===== src/rtl/player_move_ctrl.sv =====
// rtl/player_move_ctrl.sv - two-player grid movement with auto-repeat, collision blocking and fire pulses (WRAP_EN: wrap axes instead of clamping)
module player_move_ctrl #(
    parameter int TICK_DIV      = 25000,
    parameter int REPEAT_DELAY  = 300,
    parameter int REPEAT_RATE   = 100,
    parameter int FIRE_COOLDOWN = 250,
    parameter int POS_W         = 6,
    parameter int X_MAX         = 39,
    parameter int Y_MAX         = 29
) (
    input  logic             clk,
    input  logic             rst_n,
    input  logic [4:0]       p1keys,
    input  logic [4:0]       p2keys,
    output logic [POS_W-1:0] p1_x,
    output logic [POS_W-1:0] p1_y,
    output logic [POS_W-1:0] p2_x,
    output logic [POS_W-1:0] p2_y,
    output logic             p1_fire,
    output logic             p2_fire,
    output logic             move_strobe
);
    localparam int TW = $clog2(TICK_DIV);
    localparam int RMAX = (REPEAT_DELAY > REPEAT_RATE) ? REPEAT_DELAY : REPEAT_RATE;
    localparam int RW = $clog2(RMAX + 1);
    localparam int CW = (FIRE_COOLDOWN < 1) ? 1 : $clog2(FIRE_COOLDOWN + 1);
    localparam logic [TW-1:0]    TICK_LAST = TW'(TICK_DIV - 1);
    localparam logic [RW-1:0]    DLY_LAST  = RW'(REPEAT_DELAY - 1);
    localparam logic [RW-1:0]    RPT_LAST  = RW'(REPEAT_RATE - 1);
    localparam logic [CW-1:0]    CD_INIT   = CW'(FIRE_COOLDOWN);
    localparam logic [POS_W-1:0] XM        = POS_W'(X_MAX);
    localparam logic [POS_W-1:0] YM        = POS_W'(Y_MAX);
`ifdef WRAP_EN
    localparam logic WRAP = 1'b1;
`else
    localparam logic WRAP = 1'b0;
`endif

    typedef enum logic [1:0] {S_IDLE, S_DELAY, S_REPEAT} state_t;

    logic [TW-1:0]             tick_cnt;
    logic                      tick;
    logic                      primed;
    logic [1:0][4:0]           keys;
    logic [1:0][4:0]           prev;
    logic [1:0][3:0]           rise;
    logic [1:0]                fire_rise;
    state_t                    state   [2];
    state_t                    st_nxt  [2];
    logic [RW-1:0]             rcnt    [2];
    logic [RW-1:0]             cnt_nxt [2];
    logic [CW-1:0]             cd      [2];
    logic [1:0]                req;
    logic [1:0]                fire_q;
    logic [1:0][POS_W-1:0]     px, py, tx, ty;
    logic                      mv1, mv2;

    // One-step move along an axis; inc/dec both set cancels the axis.
    function automatic logic [POS_W-1:0] step_axis(input logic [POS_W-1:0] p, input logic inc,
                                                   input logic dec, input logic [POS_W-1:0] mx);
        step_axis = p;
        if (inc && !dec)
            step_axis = (p == mx) ? (WRAP ? '0 : mx) : p + 1'b1;
        else if (dec && !inc)
            step_axis = (p == '0) ? (WRAP ? mx : '0) : p - 1'b1;
    endfunction

    assign keys = {p2keys, p1keys};
    assign tick = (tick_cnt == TICK_LAST);

    // Edges are suppressed until prev has been loaded once after reset, so a held key never counts.
    for (genvar g = 0; g < 2; g++) begin : g_player
        assign rise[g]      = keys[g][3:0] & ~prev[g][3:0] & {4{primed}};
        assign fire_rise[g] = keys[g][4] & ~prev[g][4] & primed;
        assign tx[g]        = step_axis(px[g], keys[g][3], keys[g][2], XM);
        assign ty[g]        = step_axis(py[g], keys[g][1], keys[g][0], YM);
    end

    assign mv1 = req[0] && ({tx[0], ty[0]} != {px[0], py[0]}) && ({tx[0], ty[0]} != {px[1], py[1]});
    assign mv2 = req[1] && ({tx[1], ty[1]} != {px[1], py[1]}) && ({tx[1], ty[1]} != {px[0], py[0]})
                 && !(mv1 && ({tx[1], ty[1]} == {tx[0], ty[0]}));

    always_comb begin
        for (int i = 0; i < 2; i++) begin
            st_nxt[i]  = state[i];
            cnt_nxt[i] = rcnt[i];
            req[i]     = 1'b0;
            case (state[i])
                S_IDLE: begin
                    if (|rise[i]) begin
                        req[i]     = 1'b1;
                        st_nxt[i]  = S_DELAY;
                        cnt_nxt[i] = '0;
                    end
                end
                S_DELAY: begin
                    if (keys[i][3:0] == 4'd0) begin
                        st_nxt[i]  = S_IDLE;
                        cnt_nxt[i] = '0;
                    end else if (|rise[i]) begin
                        req[i]     = 1'b1;
                        cnt_nxt[i] = '0;
                    end else if (tick) begin
                        if (rcnt[i] == DLY_LAST) begin
                            req[i]     = 1'b1;
                            st_nxt[i]  = S_REPEAT;
                            cnt_nxt[i] = '0;
                        end else begin
                            cnt_nxt[i] = rcnt[i] + 1'b1;
                        end
                    end
                end
                S_REPEAT: begin
                    if (keys[i][3:0] == 4'd0) begin
                        st_nxt[i]  = S_IDLE;
                        cnt_nxt[i] = '0;
                    end else if (|rise[i]) begin
                        req[i]     = 1'b1;
                        st_nxt[i]  = S_DELAY;
                        cnt_nxt[i] = '0;
                    end else if (tick) begin
                        if (rcnt[i] == RPT_LAST) begin
                            req[i]     = 1'b1;
                            cnt_nxt[i] = '0;
                        end else begin
                            cnt_nxt[i] = rcnt[i] + 1'b1;
                        end
                    end
                end
                default: begin
                    st_nxt[i]  = S_IDLE;
                    cnt_nxt[i] = '0;
                end
            endcase
        end
    end

    always_ff @(posedge clk or negedge rst_n) begin
        if (!rst_n) begin
            tick_cnt    <= '0;
            primed      <= 1'b0;
            prev        <= '0;
            px[0]       <= '0;
            py[0]       <= '0;
            px[1]       <= XM;
            py[1]       <= YM;
            move_strobe <= 1'b0;
            fire_q      <= '0;
            for (int i = 0; i < 2; i++) begin
                state[i] <= S_IDLE;
                rcnt[i]  <= '0;
                cd[i]    <= '0;
            end
        end else begin
            tick_cnt    <= tick ? '0 : tick_cnt + 1'b1;
            primed      <= 1'b1;
            prev        <= keys;
            move_strobe <= mv1 | mv2;
            if (mv1) begin
                px[0] <= tx[0];
                py[0] <= ty[0];
            end
            if (mv2) begin
                px[1] <= tx[1];
                py[1] <= ty[1];
            end
            for (int i = 0; i < 2; i++) begin
                state[i] <= st_nxt[i];
                rcnt[i]  <= cnt_nxt[i];
                if (fire_rise[i] && cd[i] == '0) begin
                    fire_q[i] <= 1'b1;
                    cd[i]     <= CD_INIT;
                end else begin
                    fire_q[i] <= 1'b0;
                    if (tick && cd[i] != '0)
                        cd[i] <= cd[i] - 1'b1;
                end
            end
        end
    end

    assign p1_x    = px[0];
    assign p1_y    = py[0];
    assign p2_x    = px[1];
    assign p2_y    = py[1];
    assign p1_fire = fire_q[0];
    assign p2_fire = fire_q[1];
endmodule


===== config.mk =====
export PLATFORM = sky130hd
export DESIGN_NAME = player_move_ctrl
export DESIGN_NICKNAME = d
export VERILOG_FILES = /design/src/rtl/player_move_ctrl.sv
export SDC_FILE = /design/constraint.sdc
export NUM_CORES = 1
export LEC_CHECK = 0
export ABC_AREA = 0
export CORE_UTILIZATION = 55
export DETAILED_ROUTE_END_ITERATION = 12
export HOLD_SLACK_MARGIN = 0.05
export PLACE_DENSITY = 0.87
export REMOVE_ABC_BUFFERS = 1
export SLEW_MARGIN = 20
export SYNTH_ARGS = -nofsm -noshare
export SYNTH_HDL_FRONTEND = slang
export SYNTH_SLANG_ARGS = --single-unit

===== constraint.sdc =====
create_clock -name clk -period 3.3 [get_ports clk]
set_input_delay 0.33 -clock clk [delete_from_list [all_inputs] [get_ports clk]]
set_output_delay 0.33 -clock clk [all_outputs]
set_load 0.02 [all_outputs]

==> results.md, run 1 <==
Setup path:
- The critical path ends at p2_y[3].
- In this run the critical register-to-register path is captured at p2_y[3].
- The startpoint of the most critical setup path is p2_x[1].
- The depth of the most critical reg-to-reg path is 11.
- The worst reg2reg path startpoint is p2_x[1].
- STA classifies the critical path startpoint as a flip-flop.
- The data arrival at the endpoint of the critical path is 3.56 ns.
- STA classifies the critical path endpoint as a flip-flop.
- For flop-to-flop paths, the worst setup slack is ~0.024 ns.
- The critical path in this run is classified as flip-flop to flip-flop.
- Data on the critical path is required at its endpoint by 3.59 ns.
- In this run the worst path has a maximum fanout of 8.

Routing:
- For this run, design rule violations remaining after detail routing come to 0.
- After detailed routing, the average wire length per cell comes to between 15 and 20 um.
- The length of the first detailed-routing pass in iterations is 5.
- Dividing the detail-routed via count by the number of cells gives 6.210.
- The detailed router finished its first iteration with approximately 560 violations.
- In this run the remaining antenna-violating nets after routing total 0.
- The via count is 5875.
- The overall routed net length is 16.83 mm.

Finish:
- The finished layout holds 946 standard cells, fillers aside.
- The count of antenna diodes in the layout is 0.
- The growth of design area from synthesis to finish is 21.56%.
- In the final design database the tool counted 840 nets.
- The utilization of the core after routing is 70.03%.
- The ratio of cells with drive above 1 in the final layout is 18.11%.

Timing:
- The shortest clock period the worst path allows after layout is 3.276 ns.
- The number of setup violations in the final report is 0.
- The summed negative setup slack over all endpoints is 0 ns.
- The post-route worst hold slack is 0.4663 ns.
- Headroom to the max-slew limit came out at 51.78%.
- For the final database, setup skew stands at 0.009844 ns.
- After layout, the worst setup slack is ~0.024 ns.
- The actual transition at the worst max-transition pin is between 0.7 and 0.8 ns.
- Static timing analysis puts the maximum clock frequency at roughly 300 MHz.
- The post-route clock period utilization is 99.28%.
- The final hold violation count was 0.
- The final-report max-slew violation count is 0.

Clock tree:
- The clock edge transition at the registers on the reported setup and hold paths is 0.07 ns.
- The longest clock path from root to sink contains 2 buffers.
- The total CTS buffers is 9.
- The clock sink count is just over 90.
- The number of levels the H-tree was split into is 3.
- At the later pin of the worst-skew pair, clock insertion delay measures 0.35 ns.
- The buffer cell driving the clock tree root is clkbuf_16.
- TritonCTS built the clock tree.

Floorplan:
- The number of top-level pins is 39.
- From bottom edge to top edge, the die measures 109.5 um.
- The die outline area is 11990 um2.
- The number of rows created at floorplan is 38.
- The placeable core area is 11030 um2.
- The die is 109.5 um wide.
- For this configuration, the core starts out at a cell density of slightly below 60%.

Placed design:
- The final estimated routing congestion in global placement is between 0.9 and 1.
- The worst setup slack before clock tree synthesis is -0.1778 ns.
- The placed wire-length estimate after detailed placement is 12.09 mm.
- In this run, placement finished with an instance count of 919.
- The number of port buffers is 38.

Logic synthesis:
- Sequential cells were found to cover 35.99% of the synthesized design area.
- The fraction of registers with async set/reset is 100.0%.
- Counting flops with a built-in enable in the synthesized netlist gives 0.
- Synthesis inferred 91 register bits.
- The Yosys step of the flow raised 0 warnings.
- The mapped netlist covers 6355 um2.
- The synthesized netlist cell count is 710.
- Dividing the synthesized area by the synthesized cell count gives 8.950 um2.
- The number of distinct library cells after synthesis is 81.
- Among all flip-flop cells after synthesis, the most frequent one is dfrtp_1.

Global route:
- The global-route wire length before repair is 26.78 mm.
- The total congestion overflow after global routing is 0.
- The combined global-route utilization of all metal layers is 28.74%.
- Entering global routing, the biggest net connects 42 pins.
- The number of global-route vias before repair was 5606.
- The number of antenna violations at the first check in global routing is 0.

Outcome:
- The flow ran to the end, and the final reports show no timing, DRC or antenna violations.

Worst hold path:
- The hold path startpoint is cd[14].
- The worst hold path belongs to the class flip-flop to flip-flop.

Job:
- The tool flagged a number of max-cap violations equal to 0.

Power:
- The power per standard cell area is 780.3 nW/um2.
- Across the VDD grid, the largest voltage drop is 0.5718 mV.
- The leakage power of the design is 3.409 nW.
[critical path: stages, from the launching register on]
cell,delay (ns)
dfstp_2,0.39
buf_4,0.16
or4b_2,0.70
o41ai_2,0.32
mux2i_1,0.24
buf_4,0.15
xor2_1,0.14
nand3_1,0.14
o31ai_4,0.29
o21bai_4,0.17
buf_12,0.15
mux2_2,0.34
[stage by stage]
step | total power [mW] | instance area [um2]
4_1_cts | 5.823 | 7577
6_report | 6.028 | 7725
3_5_place_dp | 4.692 | 7237
2_1_floorplan | 3.437 | 6181
3_3_place_gp | 4.577 | 7237
5_1_grt | 6.324 | 7725
[cells in the final DEF, fill, tap and decap left out, types with 4 or more instances in the layout]
master           count
a211oi_1             6
a21oi_1             25
a31oi_1              7
and2_1               4
and3_1              14
and3b_1              4
buf_4               75
clkbuf_16            9
clkdlybuf4s50_1     37
dfrtp_1             83
dfstp_2              8
ha_1                26
inv_1               37
mux2_2               8
mux2_4               5
mux2i_1             15
nand2_1             58
nand2b_1            19
nand3_1             21
nand4_1             14
nor2_1              53
nor2b_1             15
nor3_1              15
nor4_1               7
nor4b_1              6
o211ai_1             4
o21ai_0             45
o22ai_1              9
or2_2                4
or4_1                4
xnor2_1             42
xor2_1              28
[routing by layer]
layer	global-route usage (%)	up-vias	wire (um)
li1	-	2719	-
met1	35.68	2866	6984
met2	48.16	238	8397
met3	4.446	52	896
met4	15.33	0	550
met5	0	-	0
[sequential cells by signal, indices dropped and copies added, names as in the netlist, 2 cells and up]
| signal | count |
|---|---|
| rcnt | 18 |
| cd | 16 |
| tick_cnt | 15 |
| prev | 10 |
| p1_x | 6 |
| p1_y | 6 |
| p2_x | 6 |
| p2_y | 6 |
| state | 4 |
| fire_q | 2 |
[cells in the mapped netlist, drive strengths merged, types with 4 or more instances]
cell type	n	area share, %
o22ai	10	0.98
dfstp	8	3.3
nor2b	16	1.6
mux2	13	2.6
a31oi	7	0.69
or2	5	0.53
nand2	58	3.4
and3	15	1.5
o21ai	47	3.8
o31ai	6	1.1
ha	27	5.3
nand2b	19	1.9
xor2	28	3.9
a211oi	7	0.83
o211ai	4	0.47
nor3	16	1.3
nand4	14	1.4
nand3	21	1.7
nor4	9	0.89
nor2	54	3.2
clkbuf	22	1.3
nor4b	7	1.1
a21oi	25	2.0
mux2i	15	2.4
and3b	4	0.55
buf	14	1.4
xnor2	42	5.8
dfrtp	83	33
or4	4	0.47
and2	4	0.39
inv	37	2.2
or4b	5	0.91
o311ai	4	0.55
[what timing repair did]
item,in CTS,in global routing
hold endpoints to repair,39,0
setup buffers,0,10
resized for setup,4,13
hold buffers,1,0
pin swaps,1,6
endpoints found under the setup margin,12,12
gates cloned,0,0
[where the power goes]
| part | internal [mW] | switching, mW | leakage (nW) |
|---|---|---|---|
| clock | 0.631 | 0.446 | 0.146 |
| sequential | 1.32 | 0.188 | 1.14 |
| combinational | 1.56 | 1.89 | 2.12 |
| total | 3.51 | 2.52 | 3.41 |
[cell type report]
cell class	count	area, um2
fillers	797	3306
multi-input cells	544	3824
inverters	39	146.4
repair buffers	116	985.9
clock buffers	13	260.3
well taps	140	175.2
clock inverters	3	46.29
flip-flops and latches	91	2287
[kinds of logic after synthesis]
group,after synthesis,synth area share [%]
AO/OA/AOI/OAI,149,15.97
XOR/XNOR,70,9.648
buffers and inverters,75,5.040
other,1,0.05901
multiplexers,28,4.962
AND/OR/NAND/NOR,269,23.02
flip-flops,91,35.99
adder cells (fa/ha/maj),27,5.316
[how the worst min path moves through the flow]
stage | endpoint | slack [ns] | cells past startpoint
finish | cd[14] | 0.47 | 1
global route | cd[14] | 0.48 | 1
CTS | cd[14] | 0.46 | 1
detailed placement | cd[2] | 0.33 | 1
global placement | cd[2] | 0.33 | 1
floorplan | cd[0] | 0.03 | 0
(Power assumes the default switching activity.)
==> run 2: changes to the inputs <==
Settings changed: ABC_AREA 0 to 1, PLACE_DENSITY 0.87 to 0.86, REMOVE_ABC_BUFFERS 1 to default.
==> results.md, run 2 <==
Outcome:
- The run finished with clean final reports.

Timing:
- The summed negative setup slack over all endpoints came to 0 ns (unchanged).
- The worst relative slew slack is 64.13% (+12 points).
- The worst clock skew was 0.009300 ns (-0.0005441 ns).
- Setup repair after global routing left no endpoint under its margin.
- The actual transition at the worst max-transition pin came to 0.5375 ns (-0.1792 ns).
- The number of setup violations in the final report was 0 (unchanged).
- The final-report max-slew violation count was 0 (unchanged).
- The top achievable clock speed came to 338.1 MHz (+11%).
- The shortest clock period the worst path allows after layout came to 2.957 ns (-0.3189 ns).
- The post-route clock period utilization was 89.62% (-9.7 points).
- The final hold violation count is 0 (unchanged).

Logic synthesis:
- The share of synthesized area occupied by flip-flops and latches was 32.83% (-3.2 points).
- The share of synthesized cell area in full adder, half adder and majority cells is 4.849% (-0.47 points).
- The most frequent cell after synthesis is nand2_1.
- The synthesized-area fraction occupied by and/or/nand/nor cells is 40.27% (+17 points).
- The Yosys warning count came to 0 (unchanged).
- The mapped cell area came to 6967 um2 (+9.6%).
- The largest total area in the synthesized netlist belongs to dfrtp_1.
- The share of the synthesized area in the top cell type is 29.81% (-2.9 points).
- The synthesized-area fraction occupied by ao, oa, aoi and oai cells is 8.728% (-7.2 points).
- The fraction of synthesized area in multiplexers is 0.1437% (-4.8 points).
- The flip-flop and latch count after synthesis was 91 (unchanged).
- The average cell area after synthesis is 6.451 um2 (-28%).
- The number of enable flip-flop cells after synthesis is 0 (unchanged).
- For this run, the leading register cell type out of synthesis is dfrtp_1.
- The number of distinct library cells after synthesis came to 43 (-47%).
- The fraction of registers with async set/reset came to 100.0% (unchanged).
- After synthesis, the cell types taking the most area are dfrtp_1, nand2_1, nand3_1, inv_1, nor2_1.
- By count the netlist is led by nand2_1, inv_1, nand3_1.
- The synthesized netlist cell count is 1080 (+52%).
- The area share of xor/xnor cells in the synthesized design is 2.640% (-7.0 points).
- After synthesis, the largest family of logic cells by area is simple AND/OR/NAND/NOR gates.
- The post-synthesis net count is 1119.

Power:
- The power per standard cell area is 745.2 nW/um2 (-4.5%).
- The leakage power of the design came to 3.973 nW (+17%).
- The total net switching power came to 2.860 mW (+14%).
- The clock share of power is 17.0% (-0.9 points).
- The total internal power is 2.935 mW (-16%).
- The maximum VDD drop came to 0.4876 mV (-15%).
- The total power came to 5.794 mW (-3.9%).
- The fraction of power consumed by combinational cells is 53.7% (-3.4 points).
- The share of total power in sequential cells is 29.3% (+4.3 points).
- The switching fraction of total power was 49.35% (+7.6 points).

Clock tree:
- The number of buffers added for setup after CTS is 0 (unchanged).
- The tree is rooted in a clkbuf_16.
- The number of hold buffers added after cts is 1 (unchanged).
- The number of levels the H-tree was split into is 3 (unchanged).
- The clock insertion delay at the later pin of the skew report is 0.36 ns (about the same).
- The clock edge transition at the registers on the reported setup and hold paths is 0.07 ns (about the same).
- The total CTS buffers came to 9 (unchanged).
- The clock sink count is 91 (unchanged).
- The maximum clock path buffer count came to 2 (unchanged).
- The number of resized instances in the post-cts repair step came to 0 (-4).
- TritonCTS built the clock tree.

Finish:
- In the final layout, the registers with the most flip-flops are rcnt: 18 flops, cd: 16 flops, tick_cnt: 15 flops.
- In the layout the commonest cells are nand2_1, inv_1, nand3_1.
- The flip-flop count of the largest register, all copies and words added is 18 (unchanged).
- The number of fill cells was 1099 (+38%).
- The footprint of the multi-input gates is 3949 um2 (+3.3%).
- The summed area of non-filler cells in the final layout is 7775 um2 (+0.65%).
- The ratio of cells with drive above 1 in the final layout is 5.442% (-13 points).
- The most common cell after layout, fill and taps aside is nand2_1.
- The count of antenna diodes in the layout is 0 (unchanged).
- The number of nets in the finished design is 1156 (+38%).
- Ranked by flip-flop count, first place goes to rcnt.
- The sequential cell area is 2287 um2 (unchanged).
- Compared with the post-synthesis result, the final layout area differs by 11.60%.
- The utilization of the core after routing is 63.93% (-6.1 points).

Floorplan:
- The effective utilization at floorplan is 57.28% (-0.33 points).
- The number of top-level pins came to 39 (unchanged).
- The overall die width is 114.5 um (+4.6%).
- The number of rows created at floorplan came to 40 (+5.3%).
- The die outline area came to 13120 um2 (+9.4%).
- The placeable core area is 12160 um2 (+10%).
- The height of the chip was 114.5 um (+4.6%).

Routing:
- The number of vias per cell is 5.445 (-12%).
- The final antenna-violating net count was 0 (unchanged).
- The post-detailed-route DRC marker count was 0 (unchanged).
- The violation count after the first detailed-route iteration is 620 (+12%).
- The overall routed net length is 17.52 mm (+4.1%).
- The post-detailed-route wirelength per cell came to 13.59 um (-24%).
- The via count is 7018 (+19%).
- The length of the first detailed-routing pass in iterations is 5 (unchanged).

Job:
- The number of maximum-capacitance violations is 0 (unchanged).

Setup path:
- The critical path capture point type is a flip-flop.
- The critical path required time is 3.54 ns (-0.05 ns).
- The type of element launching the critical path is a flip-flop.
- The data arrival at the endpoint of the critical path is 3.20 ns (-0.36 ns).
- The maximum fanout count along the critical path was 13 (+5).
- The critical path is of the flip-flop to flip-flop type.

Placed design:
- The number of port buffers came to 38 (unchanged).
- The placed wire-length estimate after detailed placement is 13.15 mm (+8.8%).
- The post-place instance area was 7495 um2 (+3.6%).
- The final estimated routing congestion in global placement came to 0.9832 (+3.8%).

Global route:
- The combined global-route utilization of all metal layers is 28.00% (-0.74 points).
- The largest net degree at the start of global routing is 36 (-14%).
- The global-route wire length before repair is 29.15 mm (+8.8%).
- The number of antenna violations at the first check in global routing is 0 (unchanged).
- The number of global-route vias before repair is 6440 (+15%).
- The total congestion overflow after global routing is 0 (unchanged).

Worst hold path:
- The tightest min-delay check is of the input port to flip-flop type.
==> run 2: cell count changes in the layout (fill, tap and decap cells not counted), moves of 18 or more <==
cell and change:
nand2b_1 -19, inv_1 +114, xnor2_1 -37, nand2_1 +268
o21ai_0 +18, nand3_1 +105, nor2_1 +56, buf_4 -62
==> run 2: cell families after synthesis <==
group / after synthesis
simple gates: 646
buf+inv: 179
compound gates: 114
flops: 91
fa+ha+maj: 27
xor+xnor: 21
other cells: 1
mux: 1
==> run 2: through the flow <==
stage,hold WS (ns),std cells,worst slack (ns)
detailed placement,0.3079,1273,0.1843
global route,0.4534,1289,0.02585
global placement,0.3064,1273,0.2760
floorplan,0.03441,1080,0.8155
finish,0.4411,1289,0.3427
CTS,0.4374,1289,0.3751
==> run 2: worst paths after layout <==
kind	startpoint	endpoint	slack, ns	depth (start not counted)
worst max-delay path	p2_x[1]	p2_x[4]	0.34	16
worst min-delay path	p2keys[4]	prev[9]	0.44	1
worst max register to register	p2_x[1]	p2_x[4]	0.34	16
worst min register to register	cd[15]	cd[15]	0.47	1
max in group asynchronous	rst_n	p2_y[3]	2.05	3
min in group asynchronous	rst_n	cd[12]	0.46	2
==> run 2: critical path: stages (launching register included) <==
cell and delay [ns]:
dfstp_2 0.67, inv_1 0.13, ha_1 0.21, nand3_1 0.13, nor2_1 0.05, nor2_1 0.18
nand2_1 0.12, nand2_1 0.14, nand2_1 0.06, nand2_1 0.06, a21oi_1 0.05, nand3_1 0.07
nor2_1 0.06, nor2_2 0.44, o21ai_2 0.28, nand2_1 0.12, nand2_1 0.06
==> run 2: final cells by class <==
cell class	instances	area share (%)
clock inverters	5	0.5311
inverters	154	7.467
well taps	168	2.704
multi-input cells	810	50.79
flip-flops and latches	91	29.42
repair buffers	51	6.147
clock buffers	10	2.945
==> run 2: layer usage <==
metal	vias to the layer above	GRT usage (%)	share of wire (%)	routed length (um)
li1	3532	-	-	-
met1	3203	36.05	44	7653
met2	252	46.63	47	8235
met3	31	5.294	7.2	1260
met4	0	10.74	2.1	366
met5	-	0	0	0
==> run 2: power by group through the flow <==
stage / Clock, mW / Sequential, mW / Combinational, mW
after floorplan: 0 / 1.64 / 2.21
after CTS: 0.994 / 1.68 / 3.06
after detailed placement: 0 / 1.70 / 3.04
final: 0.984 / 1.70 / 3.11
after global placement: 0 / 1.70 / 3.01
after global routing: 1.04 / 1.73 / 3.50
==> run 3: changes to the inputs <==
Settings changed: HOLD_SLACK_MARGIN 0.05 to default, PLACE_DENSITY 0.86 to 0.77.
==> results.md, run 3 (synthesized netlist as in run 2, its figures left out) <==
Setup path:
- The slowest stage of the critical path is the dfrtp_1 cell.
- The reg-to-reg setup timing slack is 0.38 ns (+0.04 ns).
- The startpoint identified for the worst register-to-register timing path is p1_x[0].
- The depth of the critical timing path with buffers and inverters included is 15 (-1).
- The critical path capture point type is a flip-flop.
- The worst stage delay on the critical path came to 0.59 ns (-0.08 ns).
- The critical path ends at p1_y[0].
- In this design, the largest share of critical-path delay is due to simple AND/OR/NAND/NOR gates.
- The critical path required time is 3.52 ns (-0.02 ns).
- STA classifies the critical path startpoint as a flip-flop.
- The type of the setup path with the least slack is flip-flop to flip-flop.
- The startpoint of the most critical setup path is p1_x[0].
- The critical path buffer and inverter count is 3 (+2).
- The worst reg2reg path endpoint is p1_y[0].
- The data arrival at the endpoint of the critical path is 3.14 ns (-0.06 ns).
- The maximum fanout count along the critical path is 13 (unchanged).
- Traced cell by cell, the critical path runs through inv_1 > ha_1 > nand3_2 > nor2_1 > nor2_1 > nand3_1 > nand2_1 > inv_1 > nand2_1 > nand2_1 > nor2_1 > nand3_1 > nand2_2 > buf_4 > o21ai_0.
- The depth of the most critical reg-to-reg path is 15 (-1).

Global route:
- The number of antenna violations at the first check in global routing was 0 (unchanged).
- The combined global-route utilization of all metal layers came to 28.30% (+0.30 points).
- The number of global-route vias before repair is 6394 (-0.71%).
- The total congestion overflow after global routing is 0 (unchanged).
- The global-route wire length before repair is 29.55 mm (+1.4%).
- The largest net degree at the start of global routing came to 38 (+5.6%).

Finish:
- The largest registers in the layout are rcnt: 18 flops, cd: 16 flops, tick_cnt: 15 flops.
- The flip-flop count of the largest register, all copies and words added was 18 (unchanged).
- The count of antenna diodes in the layout is 0 (unchanged).
- The ratio of cells with drive above 1 in the final layout came to 5.531% (+0.089 points).
- The sequential cell area was 2287 um2 (unchanged).
- The growth of design area from synthesis to finish is 12.27%.
- The number of nets in the finished design is 1155 (-0.087%).
- The utilization of the core after routing is 64.31% (+0.38 points).
- The summed area of non-filler cells in the final layout is 7821 um2 (+0.60%).
- The number of fill cells came to 1166 (+6.1%).
- The footprint of the multi-input gates is 3961 um2 (+0.32%).
- In the layout the commonest cells are nand2_1, inv_1, nand3_1.
- rcnt holds more flip-flops than any other register.
- Leaving out fill and tap cells, the most frequent cell in the layout is nand2_1.

Clock tree:
- The number of levels the H-tree was split into was 3 (unchanged).
- The clock edge transition at the registers on the reported setup and hold paths is 0.07 ns (about the same).
- The maximum clock path buffer count was 2 (unchanged).
- The number of buffers added for setup after CTS is 0 (unchanged).
- The clock sink count is 91 (unchanged).
- The total CTS buffers is 9 (unchanged).
- The TritonCTS clock tree is built.
- The clock insertion delay at the later pin of the skew report is 0.35 ns (about the same).
- The tree is rooted in a clkbuf_16.

Job:
- The number of maximum-capacitance violations is 0 (unchanged).

Timing:
- Setup repair after global routing left no endpoint under its margin.
- The setup slack after layout is 0.3830 ns (+0.04033 ns).
- The post-route clock period utilization came to 88.39% (-1.2 points).
- The top achievable clock speed came to 342.8 MHz (+1.4%).
- The final-report max-slew violation count came to 0 (unchanged).
- The worst clock skew is 0.008329 ns (-0.0009706 ns).
- The number of setup violations in the final report was 0 (unchanged).
- The final hold violation count is 0 (unchanged).
- The shortest clock period the worst path allows after layout is 2.917 ns (-0.04033 ns).
- The summed negative setup slack over all endpoints came to 0 ns (unchanged).

Floorplan:
- The die outline area is 13120 um2 (unchanged).
- The number of rows created at floorplan was 40 (unchanged).
- The number of top-level pins is 39 (unchanged).
- The effective utilization at floorplan is 57.28% (unchanged).
- The placeable core area is 12160 um2 (unchanged).
- The height of the chip came to 114.5 um (unchanged).
- The overall die width was 114.5 um (unchanged).

Placed design:
- The final estimated routing congestion in global placement is 0.9336 (-5.0%).
- The worst setup slack before clock tree synthesis is 0.1951 ns (+0.01078 ns).
- The placed wire-length estimate after detailed placement is 13.01 mm (-1.1%).
- The number of port buffers was 38 (unchanged).
- The post-place instance area is 7487 um2 (-0.10%).

Outcome:
- The run finished with clean final reports.

Routing:
- The number of vias per cell came to 5.334 (-2.0%).
- The via count is 6875 (-2.0%).
- The final antenna-violating net count is 0 (unchanged).
- The post-detailed-route DRC marker count came to 0 (unchanged).
- The length of the first detailed-routing pass in iterations came to 5 (unchanged).
- The post-detailed-route wirelength per cell is 13.18 um (-3.0%).
- The violation count after the first detailed-route iteration is 509 (-18%).
- The overall routed net length is 16.99 mm (-3.0%).

Worst hold path:
- The class of the worst hold path is input port to flip-flop.

Power:
- The total power was 5.876 mW (+1.4%).
- The leakage power of the design came to 4.000 nW (+0.69%).
- The power per standard cell area came to 751.3 nW/um2 (+0.81%).
- The maximum VDD drop came to 0.4507 mV (-7.6%).
==> run 3: report_power, final <==
group	total, mW	switching (mW)	leakage (nW)	internal, mW
clock network	1.07	0.456	0.155	0.617
registers	1.71	0.394	1.13	1.32
logic	3.09	2.00	2.72	1.10
total	5.88	2.85	4.00	3.03
==> run 3: timing repair <==
action                                  CTS  global route
hold buffers                              1             0
endpoints found under the setup margin    0            10
gates resized for setup                   0             2
endpoints found under the hold margin    35             0
==> run 3: worst reg2reg max path, cell delays in order (launching register included) <==
cell and delay, ns:
dfrtp_1 0.59, inv_1 0.20, ha_1 0.27, nand3_2 0.10
nor2_1 0.05, nor2_1 0.21, nand3_1 0.14, nand2_1 0.17
inv_1 0.10, nand2_1 0.06, nand2_1 0.04, nor2_1 0.16
nand3_1 0.12, nand2_2 0.25, buf_4 0.23, o21ai_0 0.10
==> run 3: layer usage <==
metal | share of wire (%) | global-route usage [%]
met4 | 2.3 | 11.95
met2 | 45 | 45.37
met5 | 0 | 0
met1 | 47 | 38.11
met3 | 5.6 | 4.288
==> run 3: worst min-delay path by stage <==
stage                          to  startpoint  cells past startpoint
after floorplan             cd[0]       rst_n                      0
after global placement     cd[11]       rst_n                      1
after detailed placement   cd[11]       rst_n                      1
after CTS                 prev[9]   p2keys[4]                      1
after global routing      prev[9]   p2keys[4]                      1
final                     prev[9]   p2keys[4]                      1
==> run 3: layout make-up <==
type,count,share of cell area [%]
Clock buffer,10,3.056
Clock inverter,6,0.9279
Inverter,154,7.423
Sequential cell,91,29.24
Timing Repair Buffer,50,6.015
Multi-Input combinational cell,810,50.65
Tap cell,168,2.688
==> run 3: per-stage QoR <==
stage	hold slack [ns]	std cells
after CTS	0.4252	1289
after detailed placement	0.3237	1272
after global placement	0.3173	1272
after floorplan	0.03441	1080
after global routing	0.4352	1289
final	0.4359	1289
